===== src/rtl/irq_loopback_pkg.sv =====
// Shared types and helpers for the IRQ loopback stimulus generator.
package irq_loopback_pkg;

    localparam int IRQ_W       = 32;
    localparam int TXN_FIELD_W = 24;

    typedef enum logic [2:0] {
        IDLE,
        ISSUE,
        WAIT,
        GAP,
        DONE
    } irq_gen_state_e;

    // Transaction numbers are 1-based on the wire so a live word is never zero.
    function automatic logic [IRQ_W-1:0] make_irq_word(input logic [7:0]             cpu_idx,
                                                       input logic [TXN_FIELD_W-1:0] txn);
        return {cpu_idx, txn + TXN_FIELD_W'(1)};
    endfunction

endpackage


===== src/rtl/irq_generator_if.sv =====
// Bundle between the IRQ generator and the loopback: words out, echoes back, status flags.
interface irq_generator_if
    import irq_loopback_pkg::*;
#(
    parameter int CPU_NB = 4
);

    logic [CPU_NB-1:0][IRQ_W-1:0] o_irq;
    logic [CPU_NB-1:0][IRQ_W-1:0] i_irq;
    logic [CPU_NB-1:0]            o_finish;
    logic [CPU_NB-1:0]            o_error;

    modport master (
        output o_irq,
        output o_finish,
        output o_error,
        input  i_irq
    );

    modport slave (
        input  o_irq,
        input  o_finish,
        input  o_error,
        output i_irq
    );

endinterface


===== src/rtl/irq_gen_channel.sv =====
// One IRQ stimulus channel: issue a word, wait for its echo, pause, repeat until done or timeout.
module irq_gen_channel
    import irq_loopback_pkg::*;
#(
    parameter int CPU_IDX        = 0,
    parameter int TRANSACTION_NB = 1000,
    parameter int GAP_CYCLES     = 2,
    parameter int TIMEOUT_CYCLES = 64
) (
    input  logic             clk,
    input  logic             rst_n,
    input  logic [IRQ_W-1:0] i_irq,
    output logic [IRQ_W-1:0] o_irq,
    output logic             o_finish,
    output logic             o_error
);

    localparam int TXN_W = $clog2(TRANSACTION_NB + 1);
    localparam int TMR_W = $clog2(TIMEOUT_CYCLES);
    localparam int GAP_W = (GAP_CYCLES > 1) ? $clog2(GAP_CYCLES) : 1;

    localparam logic [TXN_W-1:0] TXN_LAST = TXN_W'(TRANSACTION_NB - 1);
    localparam logic [TMR_W-1:0] TMR_LAST = TMR_W'(TIMEOUT_CYCLES - 1);
    localparam logic [GAP_W-1:0] GAP_LAST = GAP_W'((GAP_CYCLES > 0) ? GAP_CYCLES - 1 : 0);

    irq_gen_state_e   state_q, state_d;
    logic [IRQ_W-1:0] irq_q,   irq_d;
    logic [TXN_W-1:0] txn_q,   txn_d;
    logic [TMR_W-1:0] tmr_q,   tmr_d;
    logic [GAP_W-1:0] gap_q,   gap_d;
    logic             fin_q,   fin_d;
    logic             err_q,   err_d;

    always_ff @(posedge clk or negedge rst_n) begin
        if (!rst_n) begin
            state_q <= IDLE;
            irq_q   <= '0;
            txn_q   <= '0;
            tmr_q   <= '0;
            gap_q   <= '0;
            fin_q   <= 1'b0;
            err_q   <= 1'b0;
        end else begin
            state_q <= state_d;
            irq_q   <= irq_d;
            txn_q   <= txn_d;
            tmr_q   <= tmr_d;
            gap_q   <= gap_d;
            fin_q   <= fin_d;
            err_q   <= err_d;
        end
    end

    always_comb begin
        state_d = state_q;
        irq_d   = irq_q;
        txn_d   = txn_q;
        tmr_d   = tmr_q;
        gap_d   = gap_q;
        fin_d   = fin_q;
        err_d   = err_q;
        case (state_q)
            IDLE: state_d = ISSUE;
            ISSUE: begin
                irq_d   = make_irq_word(8'(CPU_IDX), TXN_FIELD_W'(txn_q));
                tmr_d   = '0;
                state_d = WAIT;
            end
            WAIT: begin
                tmr_d = tmr_q + 1'b1;
                // A matching echo beats the timeout when both land in the same cycle.
                if (i_irq == irq_q) begin
                    txn_d = txn_q + 1'b1;
                    if (txn_q == TXN_LAST) begin
                        state_d = DONE;
                    end else if (GAP_CYCLES == 0) begin
                        state_d = ISSUE;
                    end else begin
                        gap_d   = '0;
                        state_d = GAP;
                    end
                end else if (tmr_q == TMR_LAST) begin
                    err_d   = 1'b1;
                    state_d = DONE;
                end
            end
            GAP: begin
                if (gap_q == GAP_LAST) begin
                    state_d = ISSUE;
                end else begin
                    gap_d = gap_q + 1'b1;
                end
            end
            DONE:    fin_d   = 1'b1;
            default: state_d = IDLE;
        endcase
    end

    assign o_irq    = irq_q;
    assign o_finish = fin_q;
    assign o_error  = err_q;

endmodule


===== src/rtl/irq_generator.sv =====
// IRQ loopback stimulus generator: CPU_NB independent channels, wiring only.
module irq_generator
    import irq_loopback_pkg::*;
#(
    parameter int CPU_NB         = 4,
    parameter int TRANSACTION_NB = 1000,
    parameter int GAP_CYCLES     = 2,
    parameter int TIMEOUT_CYCLES = 64
) (
    input  logic               clk,
    input  logic               rst_n,
    irq_generator_if.master    bus
);

    logic [CPU_NB-1:0][IRQ_W-1:0] irq;
    logic [CPU_NB-1:0]            finish;
    logic [CPU_NB-1:0]            error;

    for (genvar g = 0; g < CPU_NB; g++) begin : g_ch
        irq_gen_channel #(
            .CPU_IDX       (g),
            .TRANSACTION_NB(TRANSACTION_NB),
            .GAP_CYCLES    (GAP_CYCLES),
            .TIMEOUT_CYCLES(TIMEOUT_CYCLES)
        ) u_ch (
            .clk     (clk),
            .rst_n   (rst_n),
            .i_irq   (bus.i_irq[g]),
            .o_irq   (irq[g]),
            .o_finish(finish[g]),
            .o_error (error[g])
        );
    end

    assign bus.o_irq    = irq;
    assign bus.o_finish = finish;
    assign bus.o_error  = error;

endmodule


===== src/flat_wrapper.sv =====
// flat-port wrapper written by rule: the top's interface ports become plain ports
module irq_generator_flat import irq_loopback_pkg::*;
#(
    parameter int CPU_NB         = 4,
    parameter int TRANSACTION_NB = 1000,
    parameter int GAP_CYCLES     = 2,
    parameter int TIMEOUT_CYCLES = 64
)
  (clk, rst_n, bus_o_irq, bus_o_finish, bus_o_error, bus_i_irq);
  irq_generator_if #(.CPU_NB(CPU_NB)) bus_i ();
  input  logic clk;
  input  logic rst_n;
  output wire logic [$bits(bus_i.o_irq)-1:0] bus_o_irq;
  output wire logic [$bits(bus_i.o_finish)-1:0] bus_o_finish;
  output wire logic [$bits(bus_i.o_error)-1:0] bus_o_error;
  input wire logic [$bits(bus_i.i_irq)-1:0] bus_i_irq;
  assign bus_o_irq = bus_i.o_irq;
  assign bus_o_finish = bus_i.o_finish;
  assign bus_o_error = bus_i.o_error;
  assign bus_i.i_irq = bus_i_irq;
  irq_generator #(.CPU_NB(CPU_NB), .TRANSACTION_NB(TRANSACTION_NB), .GAP_CYCLES(GAP_CYCLES), .TIMEOUT_CYCLES(TIMEOUT_CYCLES)) u_core (.clk(clk), .rst_n(rst_n), .bus(bus_i));
endmodule

===== config.mk =====
export PLATFORM = sky130hd
export DESIGN_NAME = irq_generator_flat
export DESIGN_NICKNAME = d
export VERILOG_FILES = /design/src/rtl/irq_loopback_pkg.sv /design/src/rtl/irq_generator_if.sv /design/src/rtl/irq_gen_channel.sv /design/src/rtl/irq_generator.sv /design/src/flat_wrapper.sv
export SDC_FILE = /design/constraint.sdc
export NUM_CORES = 1
export LEC_CHECK = 0
export BUFFER_PORTS_ARGS = -buffer_cell sky130_fd_sc_hd__buf_2
export CAP_MARGIN = 30
export CORE_MARGIN = 8
export CORE_UTILIZATION = 30
export DETAILED_ROUTE_END_ITERATION = 8
export PLACE_DENSITY_LB_ADDON = 0.2
export SETUP_SLACK_MARGIN = 0.15
export SYNTH_ARGS = -nofsm -noshare
export SYNTH_HDL_FRONTEND = slang
export SYNTH_SLANG_ARGS = --single-unit

===== constraint.sdc =====
create_clock -name clk -period 2.5 [get_ports clk]
set_input_delay 0 -clock clk [delete_from_list [all_inputs] [get_ports clk]]
set_output_delay 0 -clock clk [all_outputs]
set_load 0.01 [all_outputs]

-- Word level (Yosys, flattened, before mapping)
Cells that the tools add are included.
Widths: inputs -> output; s select.
- register bits: 187
- input port bits: 130
- output and inout port bits: 136
- add/sub/neg operators: 16
- equality and inequality tests: 44
- mux-type cells: 40
- bitwise gates (word level): 8
- reduce and logical (&&, ||, !) cells: 28
- operators with widths (operator ; count):
    $eq 32x26->1 ; 2
    $pmux 3 s5 ; 4
    $mux 3 ; 16
    $pmux 6 s2 ; 4
    $add 10x1->11 const B ; 4
    $add 10x1->10 const B ; 4
    $eq 10x10->1 const B ; 4
    $reduce_and 3->1 ; 12
    $eq 32x24->1 ; 1
    $eq 32x25->1 ; 1
    $add 6x1->6 const B ; 4
    $eq 3x2->1 const B ; 8
    $eq 6x6->1 const B ; 4
    $ne 2x2->1 const B ; 12
    $reduce_bool 2->1 ; 8
    $eq 3x1->1 const B ; 4
    $eq 3x3->1 const B ; 4
    $logic_not 3->1 ; 4
    $mux 1 ; 12
    $ne 3x3->1 const B ; 4
    $not 1->1 ; 8
    $pmux 1 s2 ; 4
    $reduce_and 2->1 ; 4
    $add 1x1->1 const B ; 4

-- Longest topological paths before layout
Gate-level depths: netlist (run 1).
- word-level depth: 4
- gate-level depth with buffers: 7
- gate-level depth less buffers: 7

-- Cells and area by module
Synthesis (run 1) repeated with hierarchy kept, for this count alone.
- cell total of the unflattened synthesis: 788
- area total of the unflattened synthesis: 7659.8 sq um
- modules (own cells, without submodules) (module ; instances ; cells each ; area an instance (sq um) ; seq. area each (sq um)):
    irq_gen_channel (u_core.g_ch[1].u_ch ...) ; 2 ; 200 ; 1893.1 ; 850.8
    irq_gen_channel (u_core.g_ch[3].u_ch) ; 1 ; 195 ; 2004.4 ; 850.8
    irq_gen_channel (u_core.g_ch[0].u_ch) ; 1 ; 193 ; 1869.3 ; 825.8

-- Worst setup path after synthesis (run 1)
No wires, ideal clock.
- kind: register to register
- start point: register u_core.g_ch[2].u_ch.irq_q[4]
- end point: register u_core.g_ch[2].u_ch.gap_q
- arrival time: 1.836 ns
- setup slack: 0.542 ns
- cell stages (with the launch flop): 8
- path buffers: 1
- path through: dfrtp_1 xnor2_1 nand4_1 nor3_1 and2_1 buf_2 or4b_2 o2bb2ai_1
- word-level cells in the longest chain between the ends: 3
- ends and longest elaborated chain (item ; line ; source):
    start, declared ; irq_gen_channel.sv:27 ; logic [IRQ_W-1:0] irq_q, irq_d;
    start signal, assigned ; irq_gen_channel.sv:45 ; irq_q <= irq_d;
    $eq 32x26->1 ; irq_gen_channel.sv:72 ; if (i_irq == irq_q) begin
    $ne 2x2->1 (no line) ; - ;
    $reduce_and 3->1 (no line) ; - ;
    end signal, assigned ; irq_gen_channel.sv:48 ; gap_q <= gap_d;
    end, declared ; irq_gen_channel.sv:30 ; logic [GAP_W-1:0] gap_q, gap_d;
Every way passes these cells.
A chain may end at the register's enable or synchronous reset.

-- Worst setup path after layout (run 1)
- start point: register u_core.g_ch[0].u_ch.irq_q[7]
- end point: register u_core.g_ch[0].u_ch.txn_q[1]
- word-level cells in the longest chain between the ends: 2
- ends and longest elaborated chain (item ; line ; source):
    start, declared ; irq_gen_channel.sv:27 ;
    start signal, assigned ; irq_gen_channel.sv:45 ;
    $eq 32x24->1 ; irq_gen_channel.sv:72 ;
    $reduce_and 2->1 (no line) ; - ;
    end signal, assigned ; irq_gen_channel.sv:46 ; txn_q <= txn_d;
    end, declared ; irq_gen_channel.sv:28 ; logic [TXN_W-1:0] txn_q, txn_d;
Every way passes these cells.

==> flow_summary.ini, run 1 <==
[yosys]
yosys.area.top_type = dfrtp_1
synth-edff-count = 0
async_flop_share = 1.00
yosysMostFrequentCell = dfrtp_1
yosysTopAreaCellShare = 0.451
ys_top_cells_by_count = dfrtp_1 (135), nand2_1 (102), xnor2_1 (98), buf_4 (89), o21ai_0 (62)
ys_top_cells_by_area = dfrtp_1 (45%), xnor2_1 (11%), buf_4 (8.9%)
synth_cells = 797
synth_ff_type = dfrtp_1
synth_cell_types = 45
ys_warn_count = 0
ys_seq_area_frac = 0.451
syn_area_per_cell_um2 = 9.41
syn_area_mm2 = 0.00750
ys_ff_latch = 135

[pwr]
p_leak_nw = 4.26
ir_drop_mv = 0.245
power_mw = 5.60
p_per_area_mw_per_mm2 = 613

[clock_network]
cts-root-buf = clkbuf_16
clk_path_buf_depth = 2
cts_tree = yes
cts_setup_buffers = 0
numCtsBuffers = 17
htree_levels = 4
cts.sinks = 135
clk_pin_slew_ns = 0.06
worstSkewPairLatency_ns = 0.42

[die]
fp.dieH_um = 174
design.core.area_mm2 = 0.0249
die_area_mm2 = 0.0303
rows = 58
io-pin-count = 266
die_w_um = 174
start_util = 0.301

[place]
dp_hpwl_um = 13900
gp_congestion = 0.782
portBuffers = 185
placed_cell_area_mm2 = 0.00848
dp_slack_ns = 0.333
placedCellCount = 1292

[global_route]
grt_pass1_wl_um = 30400
gr-total-overflow = 0
grt_pass1_vias = 6013
grt_max_degree = 93
grtUsageTotal = 0.121
antenna_found_initial = 1

[sta]
period_share = 0.842
period_minus_slack_ns = 2.10
max_freq_mhz = 475
clock_skew_ns = 0.0112
fin_setup_tns_ns = 0
final_max_slew_viol_count = 0
fin_ws_ns = 0.395
tightest_slew_ns = 0.869
rsz0062_at_grt = no
setup_viol = 0
hold_viol = 0
max_slew_margin = 0.421
whs_ns = 0.0334

[detailed_routing]
drtPass1Iterations = 5
detail_route.wl_per_cell_um = 13.7
drt-initial-drc-count = 220
num_vias = 5876
drtAntennaViolNets = 0
drc_errors = 0
vias_per_cell = 4.43
wl_um = 18200

[setup_path]
worst_path_max_delay_cell = nor2_2
cp.required_ns = 2.81
critPathLaunch = u_core.g_ch[0].u_ch.o_irq[7]
r2r_end = u_core.g_ch[0].u_ch.txn_q[1]
path_cells = xor2_1 > nor4_1 > nand3_1 > nor2_2 > nand2_4 > mux2_4
worstPathBufferInverterCount = 0
cp_top_family = simple AND/OR/NAND/NOR gates
worstPathMaxFanout = 11
r2r_cells = 6
crit_path_max_incr_delay_ns = 0.47
r2r_setup_slack_ns = 0.40
crit_path_end_kind = flip-flop
start_kind = flip-flop
cp.arrival_ns = 2.41
path_depth = 6
rr_startpoint = u_core.g_ch[0].u_ch.o_irq[7]
worstSetupPathType = reg2reg
cp-endpoint = u_core.g_ch[0].u_ch.txn_q[1]

[cells_and_area]
postLayoutCoreUtil = 0.367
fill_cells = 2632
antenna_cells = 0
stdcell_area_mm2 = 0.00914
nNetsFinal = 1122
layout-drive-gt1-share = 0.238
area_growth_pct = 21.9
final_cells = 1327

[hold_path]
hold_class = in2reg

[run]
maxCapViolCount = 0

[outcome]
status = completed
==> registers in the layout, summed over array words and instances (netlist names) <==
signal and cells:
u_core.g_ch.u_ch.o_irq 47, u_core.g_ch.u_ch.tmr_q 24, u_core.g_ch.u_ch.txn_q 40, u_core.g_ch.u_ch.state_q 12, u_core.g_ch.u_ch.o_error 4, u_core.g_ch.u_ch.gap_q 4
u_core.g_ch.u_ch.o_finish 4
==> what timing repair did <==
action	in CTS	in global routing
hold buffers	3	0
endpoints found under the setup margin	0	3
resized for setup	0	1
endpoints found under the hold margin	91	0
==> cell type report <==
type | instances | area [um2] | share of cell area
clock buffers | 18 | 429 | 0.0470
clock inverters | 14 | 196 | 0.0215
inverters | 7 | 26.3 | 0.00288
multi-input cells | 623 | 3630 | 0.397
flip-flops and latches | 135 | 3380 | 0.370
well taps | 330 | 413 | 0.0452
repair buffers | 200 | 1060 | 0.117
==> routing by layer <==
metal | share of wire | vias to the layer above | track usage | wire length (um)
met5 | 0.00049 | - | 0 | 9
met4 | 0.0077 | 2 | 0.0331 | 141
met3 | 0.069 | 9 | 0.0393 | 1260
met2 | 0.48 | 178 | 0.202 | 8800
met1 | 0.44 | 2718 | 0.147 | 8020
li1 | - | 2969 | - | -
==> report_power, final <==
group	leakage (nW)	switching, mW	total, mW	internal (mW)
clock	0.298	1.01	2.69	1.68
combinational	2.22	0.377	0.590	0.213
sequential	1.74	0.0713	2.33	2.26
total	4.26	1.46	5.60	4.15
==> logic make-up (layout without fill, tap and decap cells) <==
| group | count (synthesis) | in the layout | share of synthesized area |
|---|---|---|---|
| AND/OR/NAND/NOR | 299 | 299 | 0.198 |
| flip-flops | 135 | 135 | 0.451 |
| buffers and inverters | 118 | 239 | 0.105 |
| XOR/XNOR | 117 | 117 | 0.137 |
| AO/OA/AOI/OAI | 114 | 114 | 0.0883 |
| adder cells (fa/ha/maj) | 8 | 8 | 0.0134 |
| multiplexers | 5 | 5 | 0.00784 |
| other | 1 | 80 | 0.000500 |
==> cells in the final DEF (no fill, tap or decap), types with 4 or more instances in the layout <==
cell type	synthesis	layout
ha_1	8	8
inv_1	6	6
xor2_1	19	19
conb_1	1	80
nand2_1	102	102
and3_1	28	28
nand3_1	48	48
xnor2_1	98	98
a22o_1	5	5
o21ai_0	62	62
clkbuf_16	0	17
nand2b_1	8	8
inv_6	0	4
a31oi_1	6	6
nor4_1	22	22
o31ai_1	8	8
buf_4	89	11
bufinv_16	0	4
nor2_1	30	30
nor3_1	20	20
buf_2	2	184
a21o_1	4	4
nor2b_1	5	5
or3_1	6	6
a21oi_1	17	17
dfrtp_1	135	135
nand4_1	16	16
==> worst min path at each step <==
stage                                           endpoint     startpoint  slack (ns)  cells past startpoint
after global placement      u_core.g_ch[2].u_ch.tmr_q[5]          rst_n        0.18                      1
after floorplan                u_core.g_ch[0].u_ch.gap_q          rst_n       -0.30                      0
after detailed placement     u_core.g_ch[2].u_ch.o_error          rst_n        0.17                      1
after CTS                 u_core.g_ch[0].u_ch.state_q[1]  bus_i_irq[11]        0.02                      5
final                     u_core.g_ch[0].u_ch.state_q[1]  bus_i_irq[11]        0.03                      5
after global routing           u_core.g_ch[0].u_ch.gap_q  bus_i_irq[11]        0.05                      4
==> tightest hold or removal path, cell delays in order <==
cell and delay (ns):
buf_2 0.08, or4_4 0.13, nor3_1 0.07, nand2_1 0.07, nand3_1 0.06
(Power assumes the default switching activity.)
==> inputs of run 2 (changes only) <==
Clock period 2.5 ns to 1.9 ns, I/O delays scaled along.
==> run 2 against run 1 <==
Worst setup slack worse by 0.32 ns. Sequential share of layout area is 2.8 points lower. Highest routed layer is now met4. Maximum frequency is 16% higher. Clock skew is 0.0018 ns higher. Sequential power is 32% higher. Power is 29% higher. Via count is 2.9% higher. Combinational power is 58% higher. Critical path type unchanged. Hold slack better by 0.0087 ns.
==> flow_summary.ini, run 2 (synthesis gave the netlist of run 1 again) <==
[setup_path]
worstPathMaxFanout = 3
cp.arrival_ns = 2.12
path_depth = 6
cp-endpoint = u_core.g_ch[2].u_ch.gap_q
start_kind = flip-flop
worstPathBufferInverterCount = 0
cp_top_family = simple AND/OR/NAND/NOR gates
worst_path_max_delay_cell = or4b_4
crit_path_max_incr_delay_ns = 0.45
cp.required_ns = 2.20
crit_path_end_kind = flip-flop
path_cells = xnor2_1 > nand4_1 > nor3_2 > and2_4 > or4b_4 > o2bb2ai_2
r2r_setup_slack_ns = 0.08
critPathLaunch = u_core.g_ch[2].u_ch.o_irq[4]
r2r_cells = 6
r2r_end = u_core.g_ch[2].u_ch.gap_q
rr_startpoint = u_core.g_ch[2].u_ch.o_irq[4]
worstSetupPathType = reg2reg

[die]
io-pin-count = 266
fp.dieH_um = 174
die_area_mm2 = 0.0303
rows = 58
start_util = 0.301
die_w_um = 174
design.core.area_mm2 = 0.0249

[sta]
fin_setup_tns_ns = 0
clock_skew_ns = 0.0131
period_minus_slack_ns = 1.82
hold_viol = 0
max_freq_mhz = 549
final_max_slew_viol_count = 0
setup_viol = 0
rsz0062_at_grt = yes
period_share = 0.958

[cells_and_area]
multi_input_area_mm2 = 0.00407
fill_cells = 2542
final_cells = 1370
stdcell_area_mm2 = 0.00991
area_growth_pct = 32.2
antenna_cells = 0
most-common-layout-cells = buf_2 (184), dfrtp_1 (132), nand2_1 (98)
register_area_mm2 = 0.00338
layout_commonest_cell = buf_2
layout-drive-gt1-share = 0.341
largest_register_ff_count = 47
nNetsFinal = 1165

[global_route]
grt_pass1_vias = 6244
grt_max_degree = 56
antenna_found_initial = 0
gr-total-overflow = 0
grt_pass1_wl_um = 31500
grtUsageTotal = 0.124

[pwr]
p_leak_nw = 4.57
ir_drop_mv = 0.609
p_per_area_mw_per_mm2 = 728

[detailed_routing]
drtAntennaViolNets = 0
drtPass1Iterations = 4
vias_per_cell = 4.41
wl_um = 18900
num_vias = 6046
drt-initial-drc-count = 237
detail_route.wl_per_cell_um = 13.8
drc_errors = 0

[clock_network]
numCtsBuffers = 17
cts_tree = yes
htree_levels = 4
cts.sinks = 135
clk_pin_slew_ns = 0.06
clk_path_buf_depth = 2
worstSkewPairLatency_ns = 0.41
cts-root-buf = clkbuf_16

[run]
maxCapViolCount = 0

[place]
gp_congestion = 0.735
dp_hpwl_um = 14100
placed_cell_area_mm2 = 0.00869
portBuffers = 185
placedCellCount = 1314

[hold_path]
hp-start = bus_i_irq[13]
hold_class = in2reg

[outcome]
status = completed
[run 2: how the worst min path moves through the flow]
stage / end / slack [ns] / cells after the start
2_1_floorplan: u_core.g_ch[0].u_ch.gap_q / -0.30 / 0
3_3_place_gp: u_core.g_ch[0].u_ch.txn_q[0] / -0.07 / 1
3_5_place_dp: u_core.g_ch[0].u_ch.o_irq[0] / -0.07 / 1
4_1_cts: u_core.g_ch[0].u_ch.txn_q[0] / 0.003 / 5
5_1_grt: u_core.g_ch[0].u_ch.gap_q / 0.04 / 4
6_report: u_core.g_ch[0].u_ch.gap_q / 0.04 / 4
[run 2: per-layer routing]
metal,global-route usage,up-vias,share of wire
met2,0.210,167,0.49
met1,0.152,2828,0.45
met3,0.0343,8,0.060
met4,0.0342,0,0.0086
li1,-,3043,-
met5,0,-,0
[run 2: worst register-to-register path: stages, from the launching register on]
cell       delay [ns]
dfrtp_1          0.41
xnor2_1          0.16
nand4_1          0.12
nor3_2           0.27
and2_4           0.19
or4b_4           0.45
o2bb2ai_2        0.13
[run 2: cell type report]
class,count,share of cell area
tap,330,0.0417
inverter,7,0.00265
timing repair buffer,242,0.146
multi-input combinational,624,0.410
clock inverter,12,0.0117
sequential,135,0.341
clock buffer,20,0.0461
[run 2: metrics by stage]
stage	hold WS, ns	util	power (mW)	setup slack [ns]
2_1_floorplan	-0.296	-	3.71	0.121
3_3_place_gp	-0.0696	0.349	3.99	-0.0256
3_5_place_dp	-0.0717	0.349	3.98	-0.0291
4_1_cts	0.00278	0.380	7.30	0.119
5_1_grt	0.0369	0.398	7.60	-0.0136
6_report	0.0421	0.398	7.22	0.0798
[run 2: repair_timing]
item / 4_1_cts / 5_1_grt
endpoints found under the hold margin: 135 / 0
setup endpoints to repair: 45 / 57
hold buffers: 1 / 0
resized for setup: 15 / 86
pin swaps: 17 / 46
cloned: 1 / 0
buffers inserted: 12 / 10
[run 2: power breakdown]
part | leakage, nW | switching [mW] | internal (mW) | total [mW]
Combinational | 2.57 | 0.567 | 0.367 | 0.934
Clock | 0.266 | 1.32 | 1.89 | 3.21
Sequential | 1.74 | 0.0900 | 2.98 | 3.07
==> inputs of run 3 (changes only) <==
Settings changed: CORE_UTILIZATION 30 to 45.
==> run 3 against run 2 <==
Combinational power is 4.0% higher. Critical endpoint is now u_core.g_ch[3].u_ch.txn_q[9]. Highest routed layer unchanged. Via count is 1.0% higher. Sequential share of layout area is 0.39 points higher. Sequential cell count stayed put. Final cell count is 8.8% lower. Largest power group is now registers. Worst setup slack better by 0.0027 ns. Count of clock-buffer cells in the layout is 6 higher. Non-clock buffer count is 7 lower. Final area is 1.2% lower.
==> flow_summary.ini, run 3 (synthesis gave the netlist of run 1 again) <==
[cells_and_area]
largest_register_ff_count = 47
layout-drive-gt1-share = 0.332
fill_cells = 1446
register_area_mm2 = 0.00338
layout_commonest_cell = buf_2
nNetsFinal = 1157
antenna_cells = 0
postLayoutCoreUtil = 0.597
most-common-layout-cells = buf_2 (184), dfrtp_1 (134), nand2_1 (98)
area_growth_pct = 30.6
final_cells = 1250
multi_input_area_mm2 = 0.00415

[pwr]
p_leak_nw = 4.59
p_per_area_mw_per_mm2 = 722
swShare = 0.259
p_switching_mw = 1.83
clkPwrFrac = 0.430
seqPwrFrac = 0.433
ir_drop_mv = 0.596
combPwrFrac = 0.137
intPower_mw = 5.24
power_mw = 7.07

[sta]
period_minus_slack_ns = 1.82
whs_ns = 0.0131
clock_skew_ns = 0.0102
period_share = 0.957
hold_viol = 0
setup_viol = 0
fin_setup_tns_ns = 0
max_freq_mhz = 550
rsz0062_at_grt = yes
final_max_slew_viol_count = 0

[detailed_routing]
drtPass1Iterations = 4
vias_per_cell = 4.89
wl_um = 18600
drtAntennaViolNets = 0
num_vias = 6109
drt-initial-drc-count = 380
detail_route.wl_per_cell_um = 14.8
drc_errors = 0

[die]
die_area_mm2 = 0.0210
rows = 47
fp.dieH_um = 145
start_util = 0.457
design.core.area_mm2 = 0.0164
io-pin-count = 266
die_w_um = 145

[setup_path]
worstSetupPathType = reg2reg
cp.required_ns = 2.20
start_kind = flip-flop
crit_path_end_kind = flip-flop
worstPathMaxFanout = 6
cp.arrival_ns = 2.12

[global_route]
antenna_found_initial = 0
grt_max_degree = 56
grt_pass1_wl_um = 29600
gr-total-overflow = 0
grtUsageTotal = 0.168
grt_pass1_vias = 5995

[clock_network]
htree_levels = 4
cts_tree = yes
cts.sinks = 135
numCtsBuffers = 17
clk_path_buf_depth = 2
worstSkewPairLatency_ns = 0.42
cts-root-buf = clkbuf_16
clk_pin_slew_ns = 0.06

[place]
dp_hpwl_um = 13500
gp_congestion = 0.810
placedCellCount = 1199
portBuffers = 185

[hold_path]
hold_class = in2async

[outcome]
status = completed

[run]
maxCapViolCount = 0
==> run 3: changes by cell type in the layout (fill, tap and decap cells not counted), moves of 4 or more <==
| cell | delta |
|---|---|
| buf_6 | -8 |
| clkbuf_1 | +5 |
| nand3_4 | +6 |
| clkinvlp_4 | -5 |
| nand3_2 | -5 |
| inv_6 | -5 |
| buf_4 | -5 |
| and3_4 | -4 |
==> run 3: area by class of cell <==
| cell class | instances | share of cell area |
|---|---|---|
| Clock buffer | 26 | 0.0500 |
| Inverter | 7 | 0.00268 |
| Multi-Input combinational cell | 623 | 0.424 |
| Clock inverter | 4 | 0.00460 |
| Sequential cell | 135 | 0.345 |
| Timing Repair Buffer | 235 | 0.146 |
| Tap cell | 220 | 0.0281 |
==> run 3: worst max-delay path: stages, from the launching register on <==
cell and delay (ns):
dfrtp_1 0.37, or3_4 0.38, a211oi_4 0.28, and2_4 0.26, buf_12 0.13, nand4_1 0.12, xnor2_1 0.16
==> run 3: final timing paths <==
check                                                   start                           end  slack [ns]  depth (start not counted)
worst max register to register  u_core.g_ch[3].u_ch.o_irq[24]  u_core.g_ch[3].u_ch.txn_q[9]        0.08                          6
worst min register to register   u_core.g_ch[1].u_ch.o_finish  u_core.g_ch[1].u_ch.o_finish        0.45                          1
min in group clk                                bus_i_irq[21]     u_core.g_ch[0].u_ch.gap_q        0.11                          5
worst max-delay path            u_core.g_ch[3].u_ch.o_irq[24]  u_core.g_ch[3].u_ch.txn_q[9]        0.08                          6
worst min-delay path                                    rst_n  u_core.g_ch[3].u_ch.o_irq[1]        0.01                          2
max in group asynchronous                               rst_n  u_core.g_ch[1].u_ch.txn_q[2]        1.28                          3
==> run 3: what timing repair did <==
action / 4_1_cts / 5_1_grt
setup buffers: 7 / 10
hold buffers: 3 / 0
resized for setup: 9 / 91
endpoints found under the setup margin: 41 / 49
pin swaps: 8 / 45
hold endpoints to repair: 136 / 0
gates cloned: 0 / 1
==> run 3: power groups by stage <==
| stage | clock (mW) | combinational, mW | sequential, mW |
|---|---|---|---|
| global route | 3.23 | 1.08 | 3.07 |
| floorplan | 0 | 0.608 | 3.10 |
| finish | 3.04 | 0.971 | 3.06 |
| CTS | 3.11 | 0.924 | 3.06 |
| detailed placement | 0 | 0.906 | 3.11 |
| global placement | 0 | 0.897 | 3.11 |
==> run 3: metrics by stage <==
step,setup WS [ns],cell area [um2]
after floorplan,0.121,7830
after global placement,0.00542,8540
after detailed placement,-0.0490,8540
after CTS,0.123,9230
after global routing,0.00229,9790
final,0.0826,9790
==> run 3: per-layer routing <==
layer  wire length, um  vias up  global-route usage
met4               223        0              0.0562
met3              1250       19              0.0588
met2              8860      194               0.267
met5                 0        -                   0
li1                  -     3031                   -
met1              8220     2865               0.210
